==> config.mk <==
export PLATFORM = sky130hd
export DESIGN_NAME = mult_div
export DESIGN_NICKNAME = d
export VERILOG_FILES = /design/src/rtl/cpu_pkg.sv /design/src/rtl/booth_step.sv /design/src/rtl/mult_div.sv
export SDC_FILE = /design/constraint.sdc
export NUM_CORES = 1
export LEC_CHECK = 0
export ABC_AREA = 0
export CAP_MARGIN = 20
export CORE_AREA = 2 2 147 256
export CTS_BUF_LIST = sky130_fd_sc_hd__clkbuf_8
export DETAILED_ROUTE_END_ITERATION = 16
export DIE_AREA = 0 0 149 258
export PLACE_DENSITY = 0.78
export SLEW_MARGIN = 20
export SYNTH_ARGS = -nofsm -noshare
export SYNTH_HDL_FRONTEND = slang
export SYNTH_SLANG_ARGS = --single-unit
==> constraint.sdc <==
create_clock -name clk -period 5.86 [get_ports clk]
set_clock_uncertainty 0.05 [all_clocks]
set_input_delay 0.586 -clock clk [delete_from_list [all_inputs] [get_ports clk]]
set_output_delay 0.586 -clock clk [all_outputs]
set_load 0.005 [all_outputs]
==> src/rtl/cpu_pkg.sv <==
// Shared CPU definitions: multiply/divide FSM encoding, iteration count,
// HI/LO write-data select codes and the two's-complement negation helper.
package cpu_pkg;

    typedef enum logic [1:0] {
        ST_IDLE = 2'd0,
        ST_MULT = 2'd1,
        ST_DIV  = 2'd2,
        ST_DONE = 2'd3
    } md_state_t;

    localparam int MD_ITER  = 32;
    localparam int MD_CNT_W = $clog2(MD_ITER);
    localparam logic [MD_CNT_W-1:0] MD_LAST = MD_CNT_W'(MD_ITER - 1);

    localparam int HILO_SEL_W = 2;

    typedef enum logic [HILO_SEL_W-1:0] {
        WD_SEL_ALU = 2'd0,
        WD_SEL_MEM = 2'd1,
        WD_SEL_HI  = 2'd2,
        WD_SEL_LO  = 2'd3
    } wd_sel_t;

    function automatic logic [31:0] neg32(input logic [31:0] x);
        return ~x + 32'd1;
    endfunction

endpackage

==> src/rtl/booth_step.sv <==
// One radix-2 Booth iteration on the {acc_hi, lo, q_m1} accumulator:
// add/subtract the multiplicand into the upper half, then arithmetic shift right.
module booth_step #(
    parameter int WIDTH = 32
) (
    input  logic [WIDTH-1:0] acc_hi,
    input  logic [WIDTH-1:0] lo,
    input  logic             q_m1,
    input  logic [WIDTH-1:0] multiplicand,
    output logic [WIDTH-1:0] nxt_hi,
    output logic [WIDTH-1:0] nxt_lo,
    output logic             nxt_q_m1
);

    logic [WIDTH:0] hi_ext_s;
    logic [WIDTH:0] m_ext_s;
    logic [WIDTH:0] sum_s;

    // One guard bit keeps the add exact for the most negative multiplicand.
    assign hi_ext_s = {acc_hi[WIDTH-1], acc_hi};
    assign m_ext_s  = {multiplicand[WIDTH-1], multiplicand};

    // Booth recoding of {lo[0], q_m1}
    always_comb begin
        sum_s = hi_ext_s;
        case ({lo[0], q_m1})
            2'b01:   sum_s = hi_ext_s + m_ext_s;
            2'b10:   sum_s = hi_ext_s - m_ext_s;
            default: sum_s = hi_ext_s;
        endcase
    end

    assign nxt_hi   = sum_s[WIDTH:1];
    assign nxt_lo   = {sum_s[0], lo[WIDTH-1:1]};
    assign nxt_q_m1 = lo[0];

endmodule

==> src/rtl/mult_div.sv <==
// Sequential signed multiply (Booth) / divide (restoring) unit producing HI/LO
// for the multicycle datapath; 32 iterations per operation.
module mult_div
    import cpu_pkg::*;
#(
    parameter int WIDTH = 32
) (
    input  logic             clk,
    input  logic             reset,
    input  logic [WIDTH-1:0] a_in,
    input  logic [WIDTH-1:0] b_in,
    input  logic             start_mult,
    input  logic             start_div,
    output logic [WIDTH-1:0] hi_out,
    output logic [WIDTH-1:0] lo_out,
    output logic             busy,
    output logic             done,
    output logic             div_zero
);

    md_state_t state_r, state_nxt_s;

    logic [WIDTH-1:0]    acc_hi_r, acc_lo_r, opnd_r, hi_r, lo_r;
    logic                q_m1_r, neg_q_r, neg_r_r, busy_r, done_r, div_zero_r;
    logic [MD_CNT_W-1:0] count_r;

    logic             last_step_s, div_by_zero_s;
    logic [WIDTH-1:0] booth_hi_s, booth_lo_s;
    logic             booth_q_s;
    logic [WIDTH:0]   div_shift_s, div_diff_s;
    logic [WIDTH-1:0] div_rem_s, div_quo_s;
    logic [WIDTH-1:0] neg0_in_s, neg1_in_s, neg0_out_s, neg1_out_s;

    assign last_step_s   = (count_r == MD_LAST);
    assign div_by_zero_s = (b_in == {WIDTH{1'b0}});

    booth_step #(.WIDTH(WIDTH)) u_booth_step (
        .acc_hi       (acc_hi_r),
        .lo           (acc_lo_r),
        .q_m1         (q_m1_r),
        .multiplicand (opnd_r),
        .nxt_hi       (booth_hi_s),
        .nxt_lo       (booth_lo_s),
        .nxt_q_m1     (booth_q_s)
    );

    // Restoring divide step: partial remainder in acc_hi_r, dividend/quotient in acc_lo_r
    always_comb begin
        div_shift_s = {acc_hi_r, acc_lo_r[WIDTH-1]};
        div_diff_s  = div_shift_s - {1'b0, opnd_r};
        if (div_diff_s[WIDTH]) begin
            div_rem_s = div_shift_s[WIDTH-1:0];
            div_quo_s = {acc_lo_r[WIDTH-2:0], 1'b0};
        end else begin
            div_rem_s = div_diff_s[WIDTH-1:0];
            div_quo_s = {acc_lo_r[WIDTH-2:0], 1'b1};
        end
    end

    // Negators take operand magnitudes at start and apply result signs at the end
    always_comb begin
        if (state_r == ST_IDLE) begin
            neg0_in_s = a_in;
            neg1_in_s = b_in;
        end else begin
            neg0_in_s = div_quo_s;
            neg1_in_s = div_rem_s;
        end
    end

    assign neg0_out_s = neg32(neg0_in_s);
    assign neg1_out_s = neg32(neg1_in_s);

    // FSM state register
    always_ff @(posedge clk or posedge reset) begin
        if (reset) begin
            state_r <= ST_IDLE;
        end else begin
            state_r <= state_nxt_s;
        end
    end

    // Next-state logic; start_mult has priority over start_div
    always_comb begin
        state_nxt_s = state_r;
        case (state_r)
            ST_IDLE: begin
                if (start_mult) begin
                    state_nxt_s = ST_MULT;
                end else if (start_div) begin
                    state_nxt_s = div_by_zero_s ? ST_DONE : ST_DIV;
                end else begin
                    state_nxt_s = ST_IDLE;
                end
            end
            ST_MULT: begin
                if (last_step_s) begin
                    state_nxt_s = ST_DONE;
                end else begin
                    state_nxt_s = ST_MULT;
                end
            end
            ST_DIV: begin
                if (last_step_s) begin
                    state_nxt_s = ST_DONE;
                end else begin
                    state_nxt_s = ST_DIV;
                end
            end
            ST_DONE: state_nxt_s = ST_IDLE;
            default: state_nxt_s = ST_IDLE;
        endcase
    end

    // Datapath, HI/LO result registers and registered status outputs
    always_ff @(posedge clk or posedge reset) begin
        if (reset) begin
            acc_hi_r   <= {WIDTH{1'b0}};
            acc_lo_r   <= {WIDTH{1'b0}};
            opnd_r     <= {WIDTH{1'b0}};
            hi_r       <= {WIDTH{1'b0}};
            lo_r       <= {WIDTH{1'b0}};
            q_m1_r     <= 1'b0;
            neg_q_r    <= 1'b0;
            neg_r_r    <= 1'b0;
            busy_r     <= 1'b0;
            done_r     <= 1'b0;
            div_zero_r <= 1'b0;
            count_r    <= {MD_CNT_W{1'b0}};
        end else begin
            busy_r     <= (state_nxt_s == ST_MULT) || (state_nxt_s == ST_DIV);
            done_r     <= (state_nxt_s == ST_DONE);
            div_zero_r <= (state_r == ST_IDLE) && !start_mult && start_div && div_by_zero_s;
            case (state_r)
                ST_IDLE: begin
                    count_r <= {MD_CNT_W{1'b0}};
                    if (start_mult) begin
                        acc_hi_r <= {WIDTH{1'b0}};
                        acc_lo_r <= b_in;
                        q_m1_r   <= 1'b0;
                        opnd_r   <= a_in;
                    end else if (start_div) begin
                        acc_hi_r <= {WIDTH{1'b0}};
                        acc_lo_r <= a_in[WIDTH-1] ? neg0_out_s : a_in;
                        opnd_r   <= b_in[WIDTH-1] ? neg1_out_s : b_in;
                        neg_q_r  <= a_in[WIDTH-1] ^ b_in[WIDTH-1];
                        neg_r_r  <= a_in[WIDTH-1];
                    end
                end
                ST_MULT: begin
                    acc_hi_r <= booth_hi_s;
                    acc_lo_r <= booth_lo_s;
                    q_m1_r   <= booth_q_s;
                    count_r  <= count_r + MD_CNT_W'(1);
                    if (last_step_s) begin
                        hi_r <= booth_hi_s;
                        lo_r <= booth_lo_s;
                    end
                end
                ST_DIV: begin
                    acc_hi_r <= div_rem_s;
                    acc_lo_r <= div_quo_s;
                    count_r  <= count_r + MD_CNT_W'(1);
                    if (last_step_s) begin
                        lo_r <= neg_q_r ? neg0_out_s : div_quo_s;
                        hi_r <= neg_r_r ? neg1_out_s : div_rem_s;
                    end
                end
                default: count_r <= {MD_CNT_W{1'b0}};
            endcase
        end
    end

    assign hi_out   = hi_r;
    assign lo_out   = lo_r;
    assign busy     = busy_r;
    assign done     = done_r;
    assign div_zero = div_zero_r;

endmodule

Word level (Yosys, flattened, before mapping)
Cells that the tools add are included.
Word-level totals
  bits in registers: 173
  bits of input ports: 68
  output and inout bits: 67
  word-level logic and storage cells: 85
Cells by class
  $add $sub $neg: 6
  equality and inequality tests: 13
  multiplexer cells: 32
  bitwise logic cells: 4
  reductions and logical operators: 17
Operators with widths (count)
  $mux 32: 17
  $pmux 32 s3: 2
  $pmux 32 s2: 2
  $pmux 33 s2: 1
  $add 32x1->32 const B: 2
  $not 32->32: 2
  $add 32x32->33: 1
  $sub 32x32->33: 1
  $sub 33x32->33: 1
  $logic_not 32->1: 1
  $eq 2x2->1 const B: 5
  $pmux 2 s4: 1
  $eq 2x1->1 const B: 3
  $mux 2: 3
  $ne 2x2->1 const B: 3
  $reduce_and 2->1: 3
  $reduce_and 3->1: 2
  $reduce_bool 2->1: 3
  $add 5x1->5 const B: 1
  $eq 5x5->1 const B: 1
  $mux 5: 1
  $mux 1: 4
  $logic_and 1x1->1: 3
  $ne 3x3->1 const B: 1
  8 further kinds: 8

Logic depth before layout (Yosys ltp)
Gate-level depths: netlist (run 1).
  word-level depth: 9
  gate-level depth with buffers: 26
  mapped depth without buffers: 22

Hierarchy
A second synthesis (run 1) with hierarchy kept.
Unflattened totals
  cells, all modules: 2468
  area total of the unflattened synthesis: 18571.6 sq um
By module, submodules not included
  mult_div: instances 1, cells each 2016, area an instance 15532.4 sq um, sequential area each 4329.2 sq um
  booth_step: instances 1, cells each 452, area an instance 3039.2 sq um, sequential area each 0.0 sq um

Least setup slack after synthesis (run 1)
No wires, ideal clock.
  path type: register to register
  start: register opnd_r[17]
  end: register hi_r[30] (netlist: hi_out[30])
  setup time: 130 ps
  arrival: 5218 ps
  path slack: 462 ps
  stages on the path, launching flop included: 26
  buffers on the path: 6
  cell sequence: dfrtp_1 > inv_1 > ha_1 > buf_2 > a21o_1 > a311oi_1 > or4_1 > a21oi_1 > or4_1 > buf_2 > nand2_1 > buf_2 > clkbuf_1 > buf_1 > o21ai_0 > mux2i_1 > ha_1 > nand3b_1 > nor4_1 > o21ai_1 > nor3_1 > nand2_1 > clkbuf_1 > nor4_1 > xor2_1 > o32ai_1
Between the ends
  longest elaborated chain between the ends: 8
  elaborated cells on any way between the ends: 12
Ends and longest elaborated chain
  from (decl): RTL line mult_div.sv:23  | logic [WIDTH-1:0] acc_hi_r, acc_lo_r, opnd_r, hi_r, lo_r;
  from (signal assigned): RTL line mult_div.sv:120  | opnd_r <= {WIDTH{1'b0}};
  from (signal assigned): RTL line mult_div.sv:141  | opnd_r <= a_in;
  from (signal assigned): RTL line mult_div.sv:145  | opnd_r <= b_in[WIDTH-1] ? neg1_out_s : b_in;
  $sub 33x32->33: RTL line mult_div.sv:50  | div_diff_s = div_shift_s - {1'b0, opnd_r};
  $mux 32: RTL line mult_div.sv:51  | if (div_diff_s[WIDTH]) begin
  $mux 32: RTL line mult_div.sv:62  | if (state_r == ST_IDLE) begin
  $not 32->32: RTL line cpu_pkg.sv:26  | return ~x + 32'd1;
  $add 32x1->32: RTL line cpu_pkg.sv:26
  $mux 32: RTL line mult_div.sv:166  | hi_r <= neg_r_r ? neg1_out_s : div_rem_s;
  $mux 32: RTL line mult_div.sv:164  | if (last_step_s) begin
  $pmux 32 s2 *: RTL line mult_div.sv:134  | case (state_r)
  to (signal assigned): RTL line mult_div.sv:121  | hi_r <= {WIDTH{1'b0}};
  to (signal assigned): RTL line mult_div.sv:156  | hi_r <= booth_hi_s;
  to (signal assigned): RTL line mult_div.sv:166
  to (decl): RTL line mult_div.sv:23
Every way passes the cells marked *; elsewhere a longest branch is shown, timed or not. The select of a mux whose other input is x is not followed.
A chain may end at the register's enable or synchronous reset.

Final worst setup path (run 1)
  start: register acc_hi_r[23]
  end: register acc_lo_r[28]
Between the ends
  longest elaborated chain between the ends: 9
Ends and longest elaborated chain
  from (decl): RTL line mult_div.sv:23
  from (signal assigned): RTL line mult_div.sv:118  | acc_hi_r <= {WIDTH{1'b0}};
  from (signal assigned): RTL line mult_div.sv:138  | acc_hi_r <= {WIDTH{1'b0}};
  from (signal assigned): RTL line mult_div.sv:143  | acc_hi_r <= {WIDTH{1'b0}};
  $sub 33x32->33: RTL line mult_div.sv:50
  $mux 1: RTL line mult_div.sv:51
  $mux 32: RTL line mult_div.sv:62
  $not 32->32: RTL line cpu_pkg.sv:26
  $add 32x1->32: RTL line cpu_pkg.sv:26
  $mux 32: RTL line mult_div.sv:144  | acc_lo_r <= a_in[WIDTH-1] ? neg0_out_s : a_in;
  $mux 32: RTL line mult_div.sv:142  | end else if (start_div) begin
  $mux 32: RTL line mult_div.sv:137  | if (start_mult) begin
  $pmux 32 s3: RTL line mult_div.sv:134
  to (signal assigned): RTL line mult_div.sv:139  | acc_lo_r <= b_in;
  to (signal assigned): RTL line mult_div.sv:144
  to (signal assigned): RTL line mult_div.sv:152  | acc_lo_r <= booth_lo_s;
  to (decl): RTL line mult_div.sv:23
No other way between the ends. The select of a mux whose other input is x is not followed.

==> metrics, run 1 <==
non-filler cells, final between 2000 and 3000; CTS buffer count 17; LEAKAGE slightly above 8 nW; Seq cells post-synth 173; post-route setup TNS 0 ps; syn_nets roughly 2600; die width approximately 150 µm; CTS tree yes; Initial DRC Count approximately 2100; Met2 Wirelength ~36000 µm; vias 20460; Pre-Repair DR Iteration Count 7; hold wc startpoint count_r[0]; Sw Share 58.20%; Critical Path Sink Type register; dpl cell area between 15000 and 20000 µm²; post-synth top area share 24.19%; num ports between 100 and 150; Core Area around 37000 µm²; worst min path class reg -> reg; clk buf depth 2; sequential share of power 16.1%; Total Routing Usage GR 39.47%; fin. max-slew vios 0; area added between synthesis and finish 12.27%; Synth warnings 0; status completed; die span in y between 200 and 300 µm; number of global-route vias before repair ~19000; Post-CTS Resized 0; clock power share 6.2%; RSZ-0062 raised after global routing no; sequential element share of the synthesized area between 20% and 30%; Switch Pwr between 0.008 and 0.009 W; biggest area consumer among synthesized cells dfrtp_1; CP Depth 19; drt wl/cell around 26 µm; Critical Path Max Stage Delay 630 ps; CP max FO 8; P_int between 0.005 and 0.006 W; vias per cell between 6 and 7; design area between 20000 and 25000 µm²; reg2reg path depth 19; EDFF count, synth 0; antenna violations before repair 1; post-CTS setup buffer count 0; Final period util roughly 96%; Final Critical Period approximately 5600 ps; H-tree depth 4; Post-Syn Area approximately 18000 µm²; full die area a little under 40000 µm²; fmax 0.1787 GHz; worst path bufs/invs 1; Worst slew margin ~23%; clock-pin slew on the worst setup and hold paths around 110 ps; worst slew pin tran between 1000 and 1500 ps; max_cap viols 0; # hold bufs at CTS 0; first-pass GRT wire length about 120000 µm; type of the worst setup path reg -> reg; Nets around 2600; Post-Synthesis Cells approximately 2400; Async SR Flop Fraction 100.0%; dpl cells a little under 3000; reg2reg start acc_hi_r[23]; Worst Path Arrival around 6000 ps; Worst Hold Depth 1; Unique masters post-synth between 80 and 90; Fill cells approximately 3500; CP startpoint acc_hi_r[23]; required time of the critical path 6240 ps; Slowest-stage cell, CP or4_1; startpoint types register; WL met3 between 7000 and 8000 µm; worst-case vdd ir drop about 400 µV; worst skew pair latency around 520 ps; part of the power in combinational logic 77.7%; Antenna Violating Nets Remaining 0; proportion of layout cells with a drive suffix above 1 about 6.8%; Syn Area/Cell between 7 and 8 µm²; Placer Congestion around 1.0; final setup fails 0; GRT overflow 0; Post-route DRC 0; clk sink count roughly 170; # rows 93; Detail Placement HPWL between 50000 and 60000 µm; wl on met1 about 28000 µm; Top Layer Used met4; largest net degree at the start of global routing 99; synth top area cells dfrtp_1, o21ai_0, nand2_1; CTS root buf clkbuf_8; P per Cell Area around 690 nW/µm²; drt total wl 77280 µm; critical-path cell list ha_1, and3_1, nand2_1, or4_1, a21oi_2, o31a_1, o31ai_1, inv_1, ha_1, o221ai_1, o21bai_1, nand2b_1, or4_1, nor2_1, xnor2_1, mux2i_1, a211oi_1, a211oi_1, o31ai_1; number of port buffers around 130; Initial Utilization between 40% and 50%; Top delay family on crit path simple AND/OR/NAND/NOR gates; Final Hold Fails 0; ys flop type dfrtp_1
## final cells by class
| type | count | area, µm² | share of cell area [%] |
|---|---|---|---|
| Inverter | 72 | 275.3 | 1.370 |
| Antenna cell | 1 | 2.502 | 0.01245 |
| Clock buffer | 17 | 234.0 | 1.164 |
| Tap cell | 475 | 594.3 | 2.958 |
| Clock inverter | 15 | 130.1 | 0.6476 |
| Timing Repair Buffer | 211 | 1922 | 9.565 |
| Multi-Input combinational cell | 1970 | 12600 | 62.73 |
| Sequential cell | 173 | 4330 | 21.55 |
## worst paths after layout
kind	endpoint	slack, ps
max in group asynchronous	acc_hi_r[26]	4210
min	count_r[0]	430
max	acc_lo_r[28]	260
min in group asynchronous	hi_out[0]	470
min reg2reg	count_r[0]	430
max reg2reg	acc_lo_r[28]	260
## cells in the mapped netlist, types with 15 or more instances
| cell | count |
|---|---|
| a21oi_1 | 160 |
| o22ai_1 | 18 |
| nor3b_1 | 15 |
| and2_1 | 23 |
| buf_1 | 26 |
| mux2i_1 | 46 |
| nor2b_1 | 23 |
| o211ai_1 | 22 |
| o21ai_0 | 240 |
| a31oi_1 | 42 |
| inv_1 | 70 |
| nand3_1 | 70 |
| o31ai_1 | 42 |
| xnor2_1 | 101 |
| o221ai_1 | 27 |
| nor3_1 | 62 |
| clkbuf_1 | 152 |
| nor2_1 | 192 |
| or3_1 | 32 |
| xor2_1 | 44 |
| dfrtp_1 | 173 |
| ha_1 | 75 |
| a22oi_1 | 46 |
| a21o_1 | 40 |
| mux2_2 | 15 |
| a221oi_1 | 36 |
| a211oi_1 | 53 |
| nand2_1 | 256 |
| nor4_1 | 26 |
| nand2b_1 | 26 |
| nand4_1 | 21 |
| o22a_1 | 16 |
| and3_1 | 21 |
## layout by cell type, fill, tap and decap left out, types with 68 or more instances in the layout
cell,count
nand2_1,255
nor2_1,192
inv_1,68
clkdlybuf4s50_1,132
buf_4,76
ha_1,71
dfrtp_1,172
o21ai_0,240
a21oi_1,156
xnor2_1,101
nand3_1,70
## metrics by stage
stage | hold slack, ps | utilization, % | worst slack (ps) | power [W]
global route | 454.8 | 54.99 | 19.53 | 0.01469
floorplan | 374.8 | - | 461.8 | 0.009393
detailed placement | 412.7 | 53.92 | 186.1 | 0.01251
CTS | 428.6 | 54.92 | 146.2 | 0.01342
global placement | 387.5 | 53.92 | 293.1 | 0.01240
finish | 427.2 | 54.99 | 263.4 | 0.01379
## metal layers
layer	global-route usage, %	up-vias
li1	-	9027
met1	47.87	9725
met2	64.02	1331
met3	5.371	375
met4	27.91	0
met5	0	-
## state kept, by name, indices dropped and copies added (netlist names), 2 cells and up
signal    flops
acc_hi_r     32
acc_lo_r     32
count_r       5
hi_out       32
lo_out       32
opnd_r       32
state_r       2
## power by group through the flow
stage / Sequential, W / Combinational [W] / Clock (W)
final: 0.00222 / 0.0107 / 0.000855
after CTS: 0.00219 / 0.0104 / 0.000858
after global routing: 0.00227 / 0.0115 / 0.000900
after detailed placement: 0.00221 / 0.0103 / 0
after global placement: 0.00220 / 0.0102 / 0
after floorplan: 0.00186 / 0.00753 / 0
## cells by family after synthesis
group | after synthesis | share of synthesized area (%)
XOR/XNOR | 145 | 7.096
AND/OR/NAND/NOR | 817 | 22.05
buffers and inverters | 267 | 5.768
flip-flops | 173 | 24.19
adder cells (fa/ha/maj) | 77 | 5.467
AO/OA/AOI/OAI | 870 | 31.91
multiplexers | 61 | 3.516
Note: power is estimated with default switching activity, not from simulation.
==> inputs of run 2 (changes only) <==
Settings changed: CAP_MARGIN 20 to 5.
==> results of run 2 <==
Same layout as run 1: the final DEF is identical, and so are final timing and power.
